File: config.mk
export PLATFORM = sky130hd
export DESIGN_NAME = run_detect_fsm_flat
export DESIGN_NICKNAME = d
export VERILOG_FILES = /design/src/rtl/run_detect_pkg.sv /design/src/rtl/run_detect_fsm_if.sv /design/src/rtl/sat_counter.sv /design/src/rtl/run_detect_fsm.sv /design/src/flat_wrapper.sv
export SDC_FILE = /design/constraint.sdc
export NUM_CORES = 1
export LEC_CHECK = 0
export BUFFER_PORTS_ARGS = -buffer_cell sky130_fd_sc_hd__buf_2
export CAP_MARGIN = 40
export CORE_MARGIN = 3
export CORE_UTILIZATION = 44
export DETAILED_ROUTE_END_ITERATION = 10
export PLACE_DENSITY = 0.77
export SYNTH_ARGS = -nofsm -noshare
export SYNTH_HDL_FRONTEND = slang
export SYNTH_SLANG_ARGS = --single-unit
File: constraint.sdc
create_clock -name clk -period 1.4 [get_ports clk]
set_input_delay 0.07 -clock clk [delete_from_list [all_inputs] [get_ports clk]]
set_output_delay 0.07 -clock clk [all_outputs]
set_load 0.05 [all_outputs]
File: src/rtl/run_detect_pkg.sv
// Shared types and constants for the run-length detector.
package run_detect_pkg;

  typedef enum logic [1:0] {
    ST_IDLE = 2'd0,
    ST_RUN  = 2'd1,
    ST_HIT  = 2'd2
  } run_state_t;

  localparam logic MODE_NOVL = 1'b0;
  localparam logic MODE_OVL  = 1'b1;

  // Counter width able to hold 0..run_len
  function automatic int cnt_width(input int run_len);
    return $clog2(run_len + 1);
  endfunction

endpackage

File: src/rtl/run_detect_fsm_if.sv
// Data/control bundle of the run detector; hit_count exists only with RUN_DETECT_STATS_EN.
interface run_detect_fsm_if #(
  parameter int LEN_W = 8
`ifdef RUN_DETECT_STATS_EN
  , parameter int STAT_W = 16
`endif
) ();

  logic             clear;
  logic             mode_ovl;
  logic             in_valid;
  logic             in;
  logic             out;
  logic [LEN_W-1:0] run_len;
`ifdef RUN_DETECT_STATS_EN
  logic [STAT_W-1:0] hit_count;
`endif

`ifdef RUN_DETECT_STATS_EN
  modport master (
    output clear, mode_ovl, in_valid, in,
    input  out, run_len, hit_count
  );

  modport slave (
    input  clear, mode_ovl, in_valid, in,
    output out, run_len, hit_count
  );
`else
  modport master (
    output clear, mode_ovl, in_valid, in,
    input  out, run_len
  );

  modport slave (
    input  clear, mode_ovl, in_valid, in,
    output out, run_len
  );
`endif

endinterface

File: src/rtl/sat_counter.sv
// Registered up-counter with synchronous clear; saturates at all-ones or wraps.
module sat_counter #(
  parameter int WIDTH    = 8,
  parameter bit SATURATE = 1'b1
) (
  input  logic             clk,
  input  logic             rst,
  input  logic             i_clr,
  input  logic             i_inc,
  output logic [WIDTH-1:0] o_q
);

  logic [WIDTH-1:0] r_q;
  logic             w_at_max;
  logic             w_step;

  assign w_at_max = &r_q;
  assign w_step   = i_inc && !(SATURATE && w_at_max);

  always_ff @(posedge clk) begin
    if (rst) begin
      r_q <= '0;
    end else if (i_clr) begin
      r_q <= '0;
    end else if (w_step) begin
      r_q <= r_q + WIDTH'(1);
    end
  end

  assign o_q = r_q;

endmodule

File: src/rtl/run_detect_fsm.sv
// Mealy detector for runs of RUN_LEN accepted ones, overlap/non-overlap modes.
// Optional hit statistics counter enabled by macro RUN_DETECT_STATS_EN.
//   state   | meaning
//   ST_IDLE | no ones pending, count 0
//   ST_RUN  | 0 < count < RUN_LEN
//   ST_HIT  | previous accepted bit produced a hit
module run_detect_fsm
  import run_detect_pkg::*;
#(
  parameter int RUN_LEN = 2,
  parameter int LEN_W   = 8
`ifdef RUN_DETECT_STATS_EN
  , parameter int STAT_W = 16
`endif
) (
  input  logic           clk,
  input  logic           rst,
  run_detect_fsm_if.slave bus
);

  localparam int             CW      = cnt_width(RUN_LEN);
  localparam logic [CW-1:0]  CNT_MAX = CW'(RUN_LEN - 1);

  run_state_t    r_state;
  run_state_t    w_state_nxt;
  logic [CW-1:0] r_cnt_q;
  logic [CW-1:0] w_cnt_nxt;
  logic          w_accept;
  logic          w_hit;
  logic          w_out;
  logic          w_len_clr;
  logic          w_len_inc;
  logic [LEN_W-1:0] w_run_len;

  assign w_accept = bus.in_valid && !bus.clear;

  always_ff @(posedge clk) begin
    if (rst) begin
      r_state <= ST_IDLE;
      r_cnt_q <= '0;
    end else begin
      r_state <= w_state_nxt;
      r_cnt_q <= w_cnt_nxt;
    end
  end

  always_comb begin
    w_state_nxt = r_state;
    w_cnt_nxt   = r_cnt_q;
    w_hit       = w_accept && bus.in &&
                  ((r_cnt_q == CNT_MAX) ||
                   (r_state == ST_HIT && bus.mode_ovl == MODE_OVL));

    if (bus.clear) begin
      w_state_nxt = ST_IDLE;
      w_cnt_nxt   = '0;
    end else if (w_accept) begin
      if (!bus.in) begin
        w_state_nxt = ST_IDLE;
        w_cnt_nxt   = '0;
      end else if (w_hit) begin
        // Overlap parks the count at the threshold so every further one hits.
        w_state_nxt = ST_HIT;
        w_cnt_nxt   = (bus.mode_ovl == MODE_OVL) ? CNT_MAX : '0;
      end else begin
        w_state_nxt = ST_RUN;
        w_cnt_nxt   = r_cnt_q + CW'(1);
      end
    end
  end

  assign w_out   = w_hit && !rst;
  assign bus.out = w_out;

  assign w_len_clr = bus.clear || (w_accept && !bus.in);
  assign w_len_inc = w_accept && bus.in;

  sat_counter #(
    .WIDTH    (LEN_W),
    .SATURATE (1'b1)
  ) u_run_len (
    .clk   (clk),
    .rst   (rst),
    .i_clr (w_len_clr),
    .i_inc (w_len_inc),
    .o_q   (w_run_len)
  );

  assign bus.run_len = w_run_len;

`ifdef RUN_DETECT_STATS_EN
  logic [STAT_W-1:0] w_hit_count;

  // Statistics survive clear; only rst zeroes them.
  sat_counter #(
    .WIDTH    (STAT_W),
    .SATURATE (1'b0)
  ) u_hit_count (
    .clk   (clk),
    .rst   (rst),
    .i_clr (1'b0),
    .i_inc (w_out),
    .o_q   (w_hit_count)
  );

  assign bus.hit_count = w_hit_count;
`endif

endmodule

File: src/flat_wrapper.sv
// flat-port wrapper written by rule: the top's interface ports become plain ports
module run_detect_fsm_flat import run_detect_pkg::*;
#(
  parameter int RUN_LEN = 2,
  parameter int LEN_W   = 8

)
  (clk, rst, bus_clear, bus_mode_ovl, bus_in_valid, bus_in, bus_out, bus_run_len);
  run_detect_fsm_if #(.LEN_W(LEN_W)) bus_i ();
  input  logic clk;
  input  logic rst;
  input wire logic [$bits(bus_i.clear)-1:0] bus_clear;
  input wire logic [$bits(bus_i.mode_ovl)-1:0] bus_mode_ovl;
  input wire logic [$bits(bus_i.in_valid)-1:0] bus_in_valid;
  input wire logic [$bits(bus_i.in)-1:0] bus_in;
  output wire logic [$bits(bus_i.out)-1:0] bus_out;
  output wire logic [$bits(bus_i.run_len)-1:0] bus_run_len;
  assign bus_i.clear = bus_clear;
  assign bus_i.mode_ovl = bus_mode_ovl;
  assign bus_i.in_valid = bus_in_valid;
  assign bus_i.in = bus_in;
  assign bus_out = bus_i.out;
  assign bus_run_len = bus_i.run_len;
  run_detect_fsm #(.RUN_LEN(RUN_LEN), .LEN_W(LEN_W)) u_core (.clk(clk), .rst(rst), .bus(bus_i));
endmodule
==> impl_results.md <==
- Largest family of logic cells by synthesized area: simple AND/OR/NAND/NOR gates
- Kind of start point of the critical path: register
- Synth Cell Area: around 600 µm²
- Detailed Place HPWL: 979 µm
- Clk sinks: 12
- Slew Viols, Final: 0
- # nets final: 98
- CTS Buffer Depth: 2
- Critical path's top delay family: simple AND/OR/NAND/NOR gates
- RSZ-0062 raised after global routing: yes
- Clk slew on worst S/H paths: 70 ps
- Worst Path Required: roughly 1600 ps
- Yosys top cell area share: 0.399
- Largest net degree at the start of global routing: 8
- IO buf count: 14
- Synth Area in XOR/XNOR: 0.0582
- Final setup fails: 3
- Slew HR: 0.735
- Clk_lat worst skew: roughly 270 ps
- Lkg Pwr: 0.316 nW
- Final WL: 1.34 mm
- Core Area: 0.00119 mm²
- Synth cell types: 29
- Top post-synthesis cells by area: dfxtp_1, xor2_1, nor2_1
- DRC: 0
- Pin slew with the least headroom to its limit: 395 ps
- Post-CTS Hold Buffers: 0
- Slowest CP cell: or4_4
- Synth Area in Compound Gates: 0.210
- Post-DRT Antenna Nets: 0
- Synth Flop Type: dfxtp_1
- CP bufs+invs: 0
- Final period utilization: 1.02
- Post-CTS setup buffer count: 0
- Pre-CTS WS: 0.884 ps
- Drt pass-1 iters: 4
- Cell taking the most area after synthesis: dfxtp_1
- Antenna violations before repair: 0
- Status: complete, but fails checks
- CP Data Arrival Time: 1640 ps
- Die Area: 0.00185 mm²
- Mean post-synth cell area: 8.85 µm²
- Syn_nets: 76
- Fin crit period: around 1400 ps
- Syn Inst Count: 68
- HP Class: input pin to register
- Fin Hold WS: 34.7 ps
- Hold path cells: 2
- Slowest cell delay on critical path: 420 ps
- Reg2reg path depth: 5
- Yosys synthesis warning count: 0
- Synth Area in Adders: 0.0416
- Multiplexer share of the synthesized area: 0.0166
- Ant diodes: 0
- DR vias: 559
- First-pass GRT wire length: approximately 2.3 mm
- #FFs+latches synth: 12
- Number of buffers created by CTS: 3
- Global Route Usage Sum: 0.169
- Achievable Freq: 698 MHz
- Vias in the first global route: 527
- Worst Setup Path Type: register to register
- VDD IR max: 0.528 mV
- Starting density of the core: 0.507
- Setup total negative slack: -68.0 ps
- Die Height: 43.0 µm
- Vias per cell: 5.43
- PD cells: 758 mW/mm²
- Most frequent cells after synthesis: dfxtp_1, nor2_1
- Crit path capture type: register
- Max-cap viol count: 0
- Num rows: 12
- Sequential area share after synthesis: 0.399
- Endpoints failing hold: 0
- Ratio of cells with drive above 1 in the final layout: 0.449
- Clock root buffer: clkbuf_4
- Stages on worst setup path: 5
- CP max FO: 6
- GRT overflow: 0
- Violations in the final reports: negative setup slack
- Area growth syn-to-layout: 33.7%
- Worst-path cell chain: ha_4 > nand4_1 > o21ai_4 > or4_4 > a21oi_2
- Maximum level of the CTS H-tree: 1
- Most common cell in the netlist: dfxtp_1
- Post-synth EDFFs: 0
- TritonCTS clock tree: yes
- Simple-gate portion of the synthesized area: 0.237
- Drt initial violations: 7
- Async S/R FF share, synth: 0
- Die boundary width: 43.0 µm
- Io pins: 15
- Wire length per cell: 13.0 µm
- Worst setup margin: -32.0 ps
- GPL Wtd Cong: a little under 0.8
- Final Skew: approximately 1.1 ps
-- registers in the layout, indices dropped and copies added, names as in the netlist --
signal                cells
u_core.u_run_len.o_q      8
u_core.r_cnt_q            2
u_core.r_state            2
-- area by class of cell --
| type | instances | area (µm²) |
|---|---|---|
| flip-flops and latches | 12 | 256 |
| repair buffers | 18 | 106 |
| well taps | 14 | 17.5 |
| inverters | 4 | 15.0 |
| fillers | 91 | 382 |
| multi-input cells | 51 | 383 |
| clock buffers | 4 | 26.3 |
-- metrics by stage --
stage,instances,power [mW],instance area (µm²),util
2_1_floorplan,68,0.374,632,-
3_3_place_gp,99,0.394,742,0.626
3_5_place_dp,99,0.394,742,0.626
4_1_cts,103,0.614,787,0.664
5_1_grt,103,0.641,805,0.678
6_report,103,0.610,805,0.678
-- layout by cell type (no fill, tap or decap), types with 2 or more instances in the layout --
cell      instances
dfxtp_1           3
buf_2            13
nor2_1            6
o31ai_1           2
o211ai_1          3
nand2_1           3
nand3_1           3
inv_1             4
and2_1            2
a21oi_1           3
xor2_1            4
nand4_1           2
dfxtp_4           2
buf_4             4
clkbuf_4          3
and3_1            2
dfxtp_2           7
-- power breakdown --
| part | internal [mW] | switching (mW) | total, mW |
|---|---|---|---|
| Sequential | 0.340 | 0.00187 | 0.341 |
| Clock | 0.111 | 0.109 | 0.220 |
| Combinational | 0.0206 | 0.0276 | 0.0483 |
| Total | 0.471 | 0.139 | 0.610 |
-- routing by layer --
| layer | up-vias | track usage | part of all wire |
|---|---|---|---|
| li1 | 294 | - | - |
| met5 | - | 0 | 0 |
| met3 | 4 | 0.0636 | 0.049 |
| met1 | 251 | 0.213 | 0.46 |
| met4 | 0 | 0.0723 | 0.018 |
| met2 | 10 | 0.254 | 0.47 |
-- worst paths after layout --
| path | slack [ps] | to | from |
|---|---|---|---|
| max | -30 | u_core.u_run_len.o_q[5] | u_core.u_run_len.o_q[1] |
| min | 30 | u_core.r_cnt_q[0] | bus_in_valid |
| max reg2reg | -30 | u_core.u_run_len.o_q[5] | u_core.u_run_len.o_q[1] |
| min reg2reg | 450 | u_core.r_cnt_q[0] | u_core.r_cnt_q[0] |
-- cells by family after synthesis --
| family | Yosys count |
|---|---|
| XOR/XNOR | 4 |
| buffers and inverters | 5 |
| flip-flops | 12 |
| multiplexers | 1 |
| AND/OR/NAND/NOR | 27 |
| adder cells (fa/ha/maj) | 2 |
| AO/OA/AOI/OAI | 17 |
-- what timing repair did --
item                       4_1_cts  5_1_grt
gates resized for setup          5        5
hold endpoints to repair         0        0
setup endpoints to repair        3        6
pin swaps                        2        1
No activity file was read; power rests on OpenSTA's default activity.
